**src/rtl/mlp_pkg.sv**
```systemverilog
// mlp_pkg: shared definitions for the mlp neuron datapath.
//   - default fixed-point widths (Q with MLP_FRAC_BITS fractional bits)
//   - neuron_state_e: neuron processing-element FSM states
//   - relu_sat(): rescaled accumulator -> ReLU with saturation to OUT_WIDTH
package mlp_pkg;

  localparam int MLP_IN_WIDTH  = 16;
  localparam int MLP_WGT_WIDTH = 16;
  localparam int MLP_MAC_WIDTH = 32;
  localparam int MLP_OUT_WIDTH = 16;
  localparam int MLP_FRAC_BITS = MLP_WGT_WIDTH / 2;
  localparam int MLP_MAX_TERMS = 8;

  // Largest positive value representable in the signed result, at MAC width.
  localparam logic signed [MLP_MAC_WIDTH-1:0] MLP_OUT_MAX =
    {{(MLP_MAC_WIDTH-MLP_OUT_WIDTH+1){1'b0}}, {(MLP_OUT_WIDTH-1){1'b1}}};

  typedef enum logic [1:0] {
    IDLE  = 2'd0,
    ACCUM = 2'd1,
    FINAL = 2'd2,
    OUT   = 2'd3
  } neuron_state_e;

  typedef struct packed {
    logic [MLP_OUT_WIDTH-1:0] value;
    logic                     sat;
  } relu_sat_t;

  // Negative inputs clip to 0 (not a saturation); values above the signed
  // result range clamp to the positive maximum and raise sat.
  function automatic relu_sat_t relu_sat(input logic signed [MLP_MAC_WIDTH-1:0] s);
    relu_sat_t r;
    r.value = '0;
    r.sat   = 1'b0;
    if (s < 0) begin
      r.value = '0;
    end else if (s > MLP_OUT_MAX) begin
      r.value = {1'b0, {(MLP_OUT_WIDTH-1){1'b1}}};
      r.sat   = 1'b1;
    end else begin
      r.value = s[MLP_OUT_WIDTH-1:0];
    end
    return r;
  endfunction

endpackage

```
**src/rtl/mlp_mult_sext.sv**
```systemverilog
// mlp_mult_sext: combinational full-precision signed multiply, result
// sign-extended to the accumulator width.
//   a : signed A_WIDTH operand
//   b : signed B_WIDTH operand
//   p : signed MAC_WIDTH product (wraps if MAC_WIDTH < A_WIDTH+B_WIDTH)
module mlp_mult_sext #(
  parameter int A_WIDTH   = 16,
  parameter int B_WIDTH   = 16,
  parameter int MAC_WIDTH = 32
) (
  input  logic signed [A_WIDTH-1:0]   a,
  input  logic signed [B_WIDTH-1:0]   b,
  output logic signed [MAC_WIDTH-1:0] p
);

  logic signed [A_WIDTH+B_WIDTH-1:0] prod;

  assign prod = a * b;
  assign p    = MAC_WIDTH'(prod);

endmodule

```
**src/rtl/mlp_neuron_mac.sv**
```systemverilog
// mlp_neuron_mac: sequential fixed-point neuron. Loads a bias, accumulates a
// stream of (x, w) products, rescales by FRAC_BITS and applies ReLU with
// saturation (RELU_EN=1) or plain truncation (RELU_EN=0).
//   clk, rst            : clock, asynchronous active-high reset
//   start, n_terms, bias: begin an evaluation (sampled in IDLE only)
//   in_valid/in_ready   : (x_in, w_in) pair handshake
//   out_valid/out_ready : result handshake; result and sat held until taken
//   busy                : FSM not in IDLE
module mlp_neuron_mac
  import mlp_pkg::*;
#(
  parameter int IN_WIDTH  = MLP_IN_WIDTH,
  parameter int WGT_WIDTH = MLP_WGT_WIDTH,
  parameter int MAC_WIDTH = MLP_MAC_WIDTH,
  parameter int OUT_WIDTH = MLP_OUT_WIDTH,
  parameter int FRAC_BITS = MLP_FRAC_BITS,
  parameter int MAX_TERMS = MLP_MAX_TERMS,
  parameter bit RELU_EN   = 1'b1
) (
  input  logic                               clk,
  input  logic                               rst,
  input  logic                               start,
  input  logic [$clog2(MAX_TERMS+1)-1:0]     n_terms,
  input  logic [WGT_WIDTH-1:0]               bias,
  input  logic                               in_valid,
  output logic                               in_ready,
  input  logic [IN_WIDTH-1:0]                x_in,
  input  logic [WGT_WIDTH-1:0]               w_in,
  output logic                               out_valid,
  input  logic                               out_ready,
  output logic [OUT_WIDTH-1:0]               result,
  output logic                               sat,
  output logic                               busy
);

  localparam int CNT_WIDTH = $clog2(MAX_TERMS+1);

  neuron_state_e                state_reg;
  logic signed [MAC_WIDTH-1:0]  acc_reg;
  logic [CNT_WIDTH-1:0]         cnt_reg;
  logic [OUT_WIDTH-1:0]         result_reg;
  logic                         sat_reg;
  logic                         out_valid_reg;

  logic signed [MAC_WIDTH-1:0]  product;
  logic signed [MAC_WIDTH-1:0]  bias_acc;
  logic signed [MAC_WIDTH-1:0]  shifted;
  logic [CNT_WIDTH-1:0]         n_terms_clamped;
  logic [OUT_WIDTH-1:0]         final_value;
  logic                         final_sat;

  mlp_mult_sext #(
    .A_WIDTH   (IN_WIDTH),
    .B_WIDTH   (WGT_WIDTH),
    .MAC_WIDTH (MAC_WIDTH)
  ) u_mult (
    .a (x_in),
    .b (w_in),
    .p (product)
  );

  // Bias is in the same Q format as x and w, so it is aligned to the
  // product's 2*FRAC_BITS fractional bits before seeding the accumulator.
  assign bias_acc = {{(MAC_WIDTH-WGT_WIDTH){bias[WGT_WIDTH-1]}}, bias} <<< FRAC_BITS;
  assign shifted  = acc_reg >>> FRAC_BITS;

  assign n_terms_clamped = (n_terms > CNT_WIDTH'(MAX_TERMS)) ? CNT_WIDTH'(MAX_TERMS) : n_terms;

  generate
    if (RELU_EN) begin : g_relu
      relu_sat_t rs;
      assign rs          = relu_sat(shifted);
      assign final_value = rs.value;
      assign final_sat   = rs.sat;
    end else begin : g_trunc
      assign final_value = shifted[OUT_WIDTH-1:0];
      assign final_sat   = 1'b0;
    end
  endgenerate

  always_ff @(posedge clk or posedge rst) begin
    if (rst) begin
      state_reg     <= IDLE;
      acc_reg       <= '0;
      cnt_reg       <= '0;
      result_reg    <= '0;
      sat_reg       <= 1'b0;
      out_valid_reg <= 1'b0;
    end else begin
      case (state_reg)
        IDLE: begin
          if (start) begin
            acc_reg   <= bias_acc;
            cnt_reg   <= n_terms_clamped;
            state_reg <= (n_terms_clamped != '0) ? ACCUM : FINAL;
          end
        end
        ACCUM: begin
          if (in_valid) begin
            acc_reg <= acc_reg + product;
            cnt_reg <= cnt_reg - 1'b1;
            if (cnt_reg == CNT_WIDTH'(1)) state_reg <= FINAL;
          end
        end
        FINAL: begin
          result_reg    <= final_value;
          sat_reg       <= final_sat;
          out_valid_reg <= 1'b1;
          state_reg     <= OUT;
        end
        OUT: begin
          if (out_ready) begin
            out_valid_reg <= 1'b0;
            state_reg     <= IDLE;
          end
        end
        default: state_reg <= IDLE;
      endcase
    end
  end

  // in_ready is decoded straight from the state register so a pair can be
  // taken on every cycle of ACCUM, including the first.
  assign in_ready  = (state_reg == ACCUM);
  assign busy      = (state_reg != IDLE);
  assign out_valid = out_valid_reg;
  assign result    = result_reg;
  assign sat       = sat_reg;

endmodule

```
**config.mk**
```make
export PLATFORM = sky130hd
export DESIGN_NAME = mlp_neuron_mac
export DESIGN_NICKNAME = d
export VERILOG_FILES = /design/src/rtl/mlp_pkg.sv /design/src/rtl/mlp_mult_sext.sv /design/src/rtl/mlp_neuron_mac.sv
export SDC_FILE = /design/constraint.sdc
export NUM_CORES = 1
export LEC_CHECK = 0
export ABC_CLOCK_PERIOD_IN_PS = 14400
export BUFFER_PORTS_ARGS = -buffer_cell sky130_fd_sc_hd__buf_4
export CORE_ASPECT_RATIO = 1.25
export CORE_MARGIN = 4
export CORE_UTILIZATION = 40
export CTS_CLUSTER_SIZE = 12
export DETAILED_ROUTE_END_ITERATION = 16
export GPL_TIMING_DRIVEN = 0
export SYNTH_ARGS = -nofsm -noshare
export SYNTH_HDL_FRONTEND = slang
export SYNTH_SLANG_ARGS = --single-unit
```
**constraint.sdc**
```tcl
create_clock -name clk -period 14.4 [get_ports clk]
set_input_delay 1.44 -clock clk [delete_from_list [all_inputs] [get_ports clk]]
set_output_delay 1.44 -clock clk [all_outputs]
set_load 0.01 [all_outputs]
```
==> results.toml, run 1 <==
[synth]
synth-xor-area-share_pct = 2.44
muxShareOfSynthArea_pct = 0
yosysWarnings = 0
synth_top_area_share_pct = 43.9
yosys.area.top_type = "fa_1"
synthTopCellsByCount = "inv_1 (349), fa_1 (292), nand2_1 (141)"
synth_ff_type = "dfrtp_1"
syn_nets = 1859
synth.area.top_cells = "fa_1 (44%), dfrtp_1 (11%), ha_1 (9.9%)"
syn_inst = 1405
ys_seq_elements = 56
synthArstFlopShare_pct = 100
synthAdderAreaFrac_pct = 53.8
synth_top_family_by_area = "adder cells"
syn_area_per_cell_um2 = 9.47
yosysMostFrequentCell = "inv_1"
synth_seq_area_share_pct = 10.5
synth.distinct_cells = 55
synth-compound-area-share_pct = 9.17
syn_area_um2 = 13300
synth-edff-count = 0
yosys.area_share.simple_pct = 12.8

[place]
port_buffers = 76
hpwl_um = 29900
routabilityCongestion = 0.905
place.detailed.instances = 1900
placed_cell_area_um2 = 14400

[routing]
avgRoutedWirePerCell_um = 17.7
drc = 0
ant_nets = 0
drt_iter0_markers = 453
wl_um = 33800
vias = 9793
first_pass_iters = 5
avgViaCountPerCell = 5.14

[global_route]
grt_pass1_vias = 10945
gr-usage-all-layers_pct = 19.5
grt_overflow = 0
grt_pass1_wl_um = 55400
grt_max_degree = 31
grt_antenna_before_repair = 0

[min_path]
min_path_cells = 1
min_path_type = "reg2reg"

[layout]
final_area_um2 = 14600
drive_gt1_share_pct = 6.51
regArea_um2 = 1400
fin_cells = 1907
multi_input_area_um2 = 10400
largest_register_ffs = 32
area_growth_syn_to_layout_pct = 9.41
fillers = 3290
nets = 1943
diodes = 0

[job]
cap_violations = 0

[sta]
finalCritPeriodShare_pct = 55.7
rsz0062_at_grt = "false"
fin_tns_setup_ps = 0
relSlewSlack_pct = 22.5
worstMarginPinSlew_ps = 1160
period_needed_ps = 8020
finalHoldViolCount = 0
skew_ps = 5.29
report.final.slew_viol_count = 0
timing.fmax_ghz = 0.125
setup_viol = 0

[setup_path]
required_ps = 14580
crit_chain = "buf_4, clkbuf_1, nand2_1, fa_1, inv_1, fa_1, inv_1, fa_1, inv_1, fa_1, fa_1, inv_1, fa_1, inv_1, ha_1, inv_1, o31ai_1, nor3b_1, a2111oi_2, a21oi_1, a211oi_1, nor2_1, xnor2_1, a221o_1"
slowest_stage = "a2111oi_2"
path_buf_inv = 8
reg2reg_to = "acc_reg[28]$_DFFE_PP0P_"
max_stage_delay_ps = 590
cp.depth = 24
worstRegToRegCells = 19
end_kind = "flop"
cp-start-kind = "input pin"
critPathCapture = "acc_reg[28]$_DFFE_PP0P_"
crit_family = "adder cells"
worstSetupStartpoint = "x_in[7]"
r2r-start = "acc_reg[15]$_DFFE_PP0P_"
r2r_slack_ps = 8610
crit_type = "in2reg"
crit_fanout = 10
crit_arrival_ps = 8200

[clock_tree]
cts-buffers-inserted = 5
path_clk_slew_ps = 70
cts-root-buf = "clkbuf_16"
post_cts_buffers = 0
clk_latency_ps = 290
h-tree-depth = 2
clockBufferDepth = 2
clock-sinks = 56
tritoncts = "yes"
holdBufCountCts = 0
postCtsResizedCells = 0

[floorplanning]
start_util_pct = 40.6
ios = 77
core.rowCount = 74
die_y_um = 212
core_um2 = 32800
fp.dieW_um = 171
die_area_um2 = 36300

[status]
status = "completed"
==> metrics by stage <==
stage	hold slack, ps	util [%]	worst slack [ps]
2_1_floorplan	455	-	7110
3_3_place_gp	471	43.9	6260
3_5_place_dp	475	44.0	6190
4_1_cts	491	44.4	6480
5_1_grt	504	44.4	6110
6_report	489	44.4	6380
==> how the worst min path moves through the flow <==
stage	from	to	slack, ps
final	sat$_DFFE_PP0P_	sat$_DFFE_PP0P_	490
after global routing	sat$_DFFE_PP0P_	sat$_DFFE_PP0P_	500
after CTS	sat$_DFFE_PP0P_	sat$_DFFE_PP0P_	490
after detailed placement	sat$_DFFE_PP0P_	sat$_DFFE_PP0P_	470
after global placement	sat$_DFFE_PP0P_	sat$_DFFE_PP0P_	470
after floorplan	acc_reg[7]$_DFFE_PP0P_	acc_reg[7]$_DFFE_PP0P_	460
==> area by class of cell <==
class | instances | area share [%]
flip-flops and latches | 56 | 9.63
plain buffers | 49 | 1.27
clock inverters | 2 | 0.0860
well taps | 418 | 3.59
repair buffers | 77 | 4.06
inverters | 350 | 9.03
multi-input cells | 950 | 71.5
clock buffers | 5 | 0.860
==> cells in the final DEF (no fill, tap or decap), types with 10 or more instances in the layout <==
master	Yosys	final
inv_1	349	348
fa_1	292	292
nand2_1	141	141
and2_1	122	122
ha_1	105	105
buf_4	0	76
dfrtp_1	56	56
a21oi_1	54	54
clkbuf_1	48	48
nor2_1	36	36
xnor2_1	28	28
a21o_1	23	23
o21ai_0	21	21
a221o_1	20	20
a211oi_1	10	10
==> logic make-up (layout without fill, tap and decap cells) <==
kind of cell,after synthesis,count (layout)
buffers and inverters,399,483
flip-flops,56,56
AND/OR/NAND/NOR,341,341
AO/OA/AOI/OAI,175,175
XOR/XNOR,37,37
adder cells (fa/ha/maj),397,397
==> routing by layer <==
metal	track usage [%]	up-vias	wire, µm
li1	-	4410	-
met1	23.5	5122	12800
met2	36.9	200	18700
met3	1.81	61	1060
met4	5.36	0	1170
met5	0	-	0
Power of run 1 is left out: the tool's default activity adds up to more than one toggle a clock period on the data nets, which glitch-free logic cannot reach.
==> run 2: changes to the inputs <==
--- a/config.mk
+++ b/config.mk
@@ -5,7 +5,8 @@
 export SDC_FILE = /design/constraint.sdc
 export NUM_CORES = 1
 export LEC_CHECK = 0
-export ABC_CLOCK_PERIOD_IN_PS = 14400
+export ABC_AREA = 1
+export ABC_CLOCK_PERIOD_IN_PS = 8150
 export BUFFER_PORTS_ARGS = -buffer_cell sky130_fd_sc_hd__buf_4
 export CORE_ASPECT_RATIO = 1.25
 export CORE_MARGIN = 4
==> constraint.sdc (replaced) <==
create_clock -name clk -period 8.15 [get_ports clk]
set_input_delay 0.815 -clock clk [delete_from_list [all_inputs] [get_ports clk]]
set_output_delay 0.815 -clock clk [all_outputs]
set_load 0.01 [all_outputs]
==> results.toml, run 2 <==
[setup_path]
cp-start-kind = "input pin"
reg2reg_to = "acc_reg[21]$_DFFE_PP0P_"
crit_fanout = 10
crit_arrival_ps = 7070
critPathCapture = "acc_reg[31]$_DFFE_PP0P_"
r2r_slack_ps = 3250
required_ps = 8340
end_kind = "flop"
worstSetupStartpoint = "x_in[7]"
worstRegToRegCells = 19
crit_type = "in2reg"
r2r-start = "acc_reg[15]$_DFFE_PP0P_"

[floorplanning]
fp.dieW_um = 177
start_util_pct = 40.5
ios = 77
core.rowCount = 77
core_um2 = 35400
die_y_um = 219
die_area_um2 = 38900

[sta]
report.final.slew_viol_count = 0
whs_ps = 497
finalCritPeriodShare_pct = 84.3
fin_ws_ps = 1280
fin_tns_setup_ps = 0
relSlewSlack_pct = 46.1
rsz0062_at_grt = "false"
worstMarginPinSlew_ps = 807
finalHoldViolCount = 0
timing.fmax_ghz = 0.146
period_needed_ps = 6870
setup_viol = 0
skew_ps = 4.31

[synth]
syn_inst = 1841
synth_top_area_share_pct = 40.9
synth-edff-count = 0
synth.distinct_cells = 39
yosysMostFrequentCell = "inv_1"
syn_nets = 2295
synthArstFlopShare_pct = 100
yosys.area.top_type = "fa_1"
synth_ff_type = "dfrtp_1"
ys_seq_elements = 56
syn_area_per_cell_um2 = 7.77
synth.area.top_cells = "fa_1 (41%), inv_1 (14%), nand2_1 (12%)"
syn_area_um2 = 14300
yosysWarnings = 0
synthTopCellsByCount = "inv_1 (540), nand2_1 (462), fa_1 (292)"
synth_seq_area_share_pct = 9.79

[routing]
avgRoutedWirePerCell_um = 16.4
first_pass_iters = 5
ant_nets = 0
drt_iter0_markers = 479
avgViaCountPerCell = 4.78
vias = 11333
wl_um = 39000
drc = 0

[clock_tree]
cts-root-buf = "clkbuf_16"
h-tree-depth = 2
clock-sinks = 56
path_clk_slew_ps = 70
clockBufferDepth = 2
post_cts_buffers = 0
clk_latency_ps = 300
postCtsResizedCells = 0
holdBufCountCts = 0
cts-buffers-inserted = 5
tritoncts = "yes"

[layout]
area_growth_syn_to_layout_pct = 8.00
mostFrequentLayoutCell = "inv_1"
layout_common_cells = "inv_1 (539), nand2_1 (462), fa_1 (292), ha_1 (105), nor2_1 (78)"
fin_util_pct = 43.7
nets = 2352
drive_gt1_share_pct = 4.53
largest_register_ffs = 32
diodes = 0
fillers = 3683

[job]
cap_violations = 0

[global_route]
grt_overflow = 0
grt_pass1_vias = 12229
grt_pass1_wl_um = 64800
grt_antenna_before_repair = 0
grt_max_degree = 40
gr-usage-all-layers_pct = 21.3

[place]
hpwl_um = 35200
port_buffers = 49
pre_cts_slack_ps = 1010
routabilityCongestion = 0.898

[status]
status = "completed"

[min_path]
min_path_type = "reg2reg"
==> run 2: how the worst min path moves through the flow <==
stage                                       from                      to  cells past startpoint
after floorplan           acc_reg[5]$_DFFE_PP0P_  acc_reg[5]$_DFFE_PP0P_                      2
after global placement           sat$_DFFE_PP0P_         sat$_DFFE_PP0P_                      2
after detailed placement         sat$_DFFE_PP0P_         sat$_DFFE_PP0P_                      2
after CTS                  out_valid$_DFFE_PP0P_   out_valid$_DFFE_PP0P_                      1
after global routing             sat$_DFFE_PP0P_         sat$_DFFE_PP0P_                      2
final                            sat$_DFFE_PP0P_         sat$_DFFE_PP0P_                      2
==> run 2: final cells by class <==
cell class	instances	area (µm²)	area share, %
buffer	72	303	1.96
clock buffer	6	129	0.834
clock inverter	2	35.0	0.227
inverter	546	2050	13.3
multi-input combinational	1167	10600	68.3
sequential	56	1400	9.07
tap	474	593	3.84
timing repair buffer	50	388	2.51
==> run 2: metal layers <==
layer  track usage, %  share of wire, %  vias up
li1                 -                 -     5400
met1             26.7                41     5596
met2             38.1                51      272
met3             1.84               3.8       65
met4             8.41               4.7        0
met5                0                 0        -
==> run 2: logic make-up after synthesis <==
| kind of cell | synth area share [%] |
|---|---|
| xor gates and xnor gates | 0.551 |
| AOI/OAI and AO/OA | 5.16 |
| DFF | 9.79 |
| buffers and inverters | 16.4 |
| and+or+nand+nor | 18.0 |
| adders and majority gates | 50.0 |
==> run 2: per-stage QoR <==
| stage | instances | area [µm²] |
|---|---|---|
| 4_1_cts | 2373 | 15500 |
| 6_report | 2373 | 15500 |
| 2_1_floorplan | 1841 | 14300 |
| 5_1_grt | 2373 | 15500 |
| 3_3_place_gp | 2364 | 15300 |
| 3_5_place_dp | 2365 | 15300 |
==> run 2: critical path, stage by stage <==
cell	delay [ps]
clkbuf_1	480
clkbuf_1	550
nand2_1	170
fa_1	560
inv_1	60
fa_1	490
inv_1	50
fa_1	540
inv_1	50
fa_1	500
fa_1	510
inv_1	50
fa_1	480
inv_1	40
ha_1	330
nand2_1	100
inv_1	50
a21oi_1	290
nand3_1	280
nand2_1	130
inv_1	40
nor2_1	230
nand3_1	110
nand3_1	90
nand2_1	50
Power of run 2 is left out for the same reason.
==> run 3: changes to the inputs <==
--- a/config.mk
+++ b/config.mk
@@ -6,7 +6,7 @@
 export NUM_CORES = 1
 export LEC_CHECK = 0
 export ABC_AREA = 1
-export ABC_CLOCK_PERIOD_IN_PS = 8150
+export ABC_CLOCK_PERIOD_IN_PS = 7100
 export BUFFER_PORTS_ARGS = -buffer_cell sky130_fd_sc_hd__buf_4
 export CORE_ASPECT_RATIO = 1.25
 export CORE_MARGIN = 4
==> constraint.sdc (replaced) <==
create_clock -name clk -period 7.1 [get_ports clk]
set_input_delay 0.71 -clock clk [delete_from_list [all_inputs] [get_ports clk]]
set_output_delay 0.71 -clock clk [all_outputs]
set_load 0.01 [all_outputs]
==> results.toml, run 3 (synthesized netlist as in run 2, its figures left out) <==
[sta]
worstMarginPinSlew_ps = 807
fin_tns_setup_ps = 0
rsz0062_at_grt = "false"
timing.fmax_ghz = 0.150
period_needed_ps = 6670
finalHoldViolCount = 0
setup_viol = 0
whs_ps = 406
skew_ps = 4.31
finalCritPeriodShare_pct = 93.9
relSlewSlack_pct = 46.1
report.final.slew_viol_count = 0

[clock_tree]
clockBufferDepth = 2
clk_latency_ps = 300
cts-buffers-inserted = 5
post_cts_buffers = 0
cts-root-buf = "clkbuf_16"
h-tree-depth = 2
holdBufCountCts = 0
postCtsResizedCells = 0
path_clk_slew_ps = 70
clock-sinks = 56
tritoncts = "yes"

[layout]
fillers = 3683
final_area_um2 = 15500
drive_gt1_share_pct = 4.58
area_growth_syn_to_layout_pct = 8.01
diodes = 0
layout_common_cells = "inv_1 (539), nand2_1 (462), fa_1 (292), ha_1 (105), nor2_1 (78)"
nets = 2352
mostFrequentLayoutCell = "inv_1"
largest_register_ffs = 32

[routing]
avgRoutedWirePerCell_um = 16.4
ant_nets = 0
drc = 0
drt_iter0_markers = 479
wl_um = 39000
avgViaCountPerCell = 4.78
first_pass_iters = 5
vias = 11340

[global_route]
top_usage_layer = "met2"
met1_usage_pct = 26.7
grt_max_degree = 40
grt_antenna_before_repair = 0
grt_pass1_wl_um = 64800
met2_usage_pct = 38.1
gr-usage-all-layers_pct = 21.3
grt_overflow = 0
grt_pass1_vias = 12229
use_met3_pct = 1.84

[setup_path]
crit_arrival_ps = 6860
path_buf_inv = 9
cpMostUsedCell = "inv_1"
end_kind = "flop"
crit_type = "in2reg"
crit_fanout = 10
cp-start-kind = "input pin"
crit_family = "adder cells"
slowest_stage = "fa_1"
max_stage_delay_ps = 550
required_ps = 7290

[job]
cap_violations = 0

[place]
placed_cell_area_um2 = 15300
hpwl_um = 35200
routabilityCongestion = 0.898
port_buffers = 49

[min_path]
min_path_type = "in2async"

[floorplanning]
die_y_um = 219
fp.dieW_um = 177
die_area_um2 = 38900
core_um2 = 35400
start_util_pct = 40.5
core.rowCount = 77
ios = 77

[status]
status = "completed"
## run 3: cell types whose count changed in the layout (fill, tap and decap cells not counted)
cell      change
clkbuf_1      -1
clkbuf_2      +1
## run 3: through the flow
step / instances / utilization (%) / setup WS [ps]
2_1_floorplan: 1841 / - / 967
3_3_place_gp: 2364 / 43.2 / 14.0
3_5_place_dp: 2365 / 43.2 / 70.0
4_1_cts: 2373 / 43.7 / 331
5_1_grt: 2373 / 43.7 / 80.4
6_report: 2373 / 43.7 / 432
## run 3: worst reg2reg max path: cells and delay by family, from the launching register on
| family | cells | cell delay [ps] |
|---|---|---|
| adder cells (fa/ha/maj) | 6 | 2800 |
| AND/OR/NAND/NOR | 8 | 1190 |
| buffers and inverters | 5 | 440 |
| flip-flops | 1 | 360 |
## run 3: path summary, 6_finish.rpt
path | startpoint | endpoint | slack [ps] | cells past startpoint
max | w_in[7] | acc_reg[31]$_DFFE_PP0P_ | 430 | 25
min | rst | result[15]$_DFFE_PP0P_ | 410 | 2
max reg2reg | acc_reg[15]$_DFFE_PP0P_ | acc_reg[21]$_DFFE_PP0P_ | 2200 | 19
min reg2reg | sat$_DFFE_PP0P_ | sat$_DFFE_PP0P_ | 500 | 2
max in group asynchronous | rst | acc_reg[6]$_DFFE_PP0P_ | 6130 | 3
min in group clk | sat$_DFFE_PP0P_ | sat$_DFFE_PP0P_ | 500 | 2
## run 3: final cells by class
cell class | instances | area (µm²) | share of cell area, %
clock inverter | 2 | 35.0 | 0.227
tap | 474 | 593 | 3.84
timing repair buffer | 50 | 388 | 2.51
clock buffer | 6 | 129 | 0.834
inverter | 546 | 2050 | 13.3
buffer | 72 | 304 | 1.97
multi-input combinational | 1167 | 10600 | 68.3
sequential | 56 | 1400 | 9.07
## run 3: routing by layer
metal  vias to the layer above  part of all wire [%]
met3                        65                   4.0
met2                       286                    51
met4                         0                   4.7
met1                      5590                    41
li1                       5399                     -
met5                         -                     0
Power of run 3 is left out for the same reason.
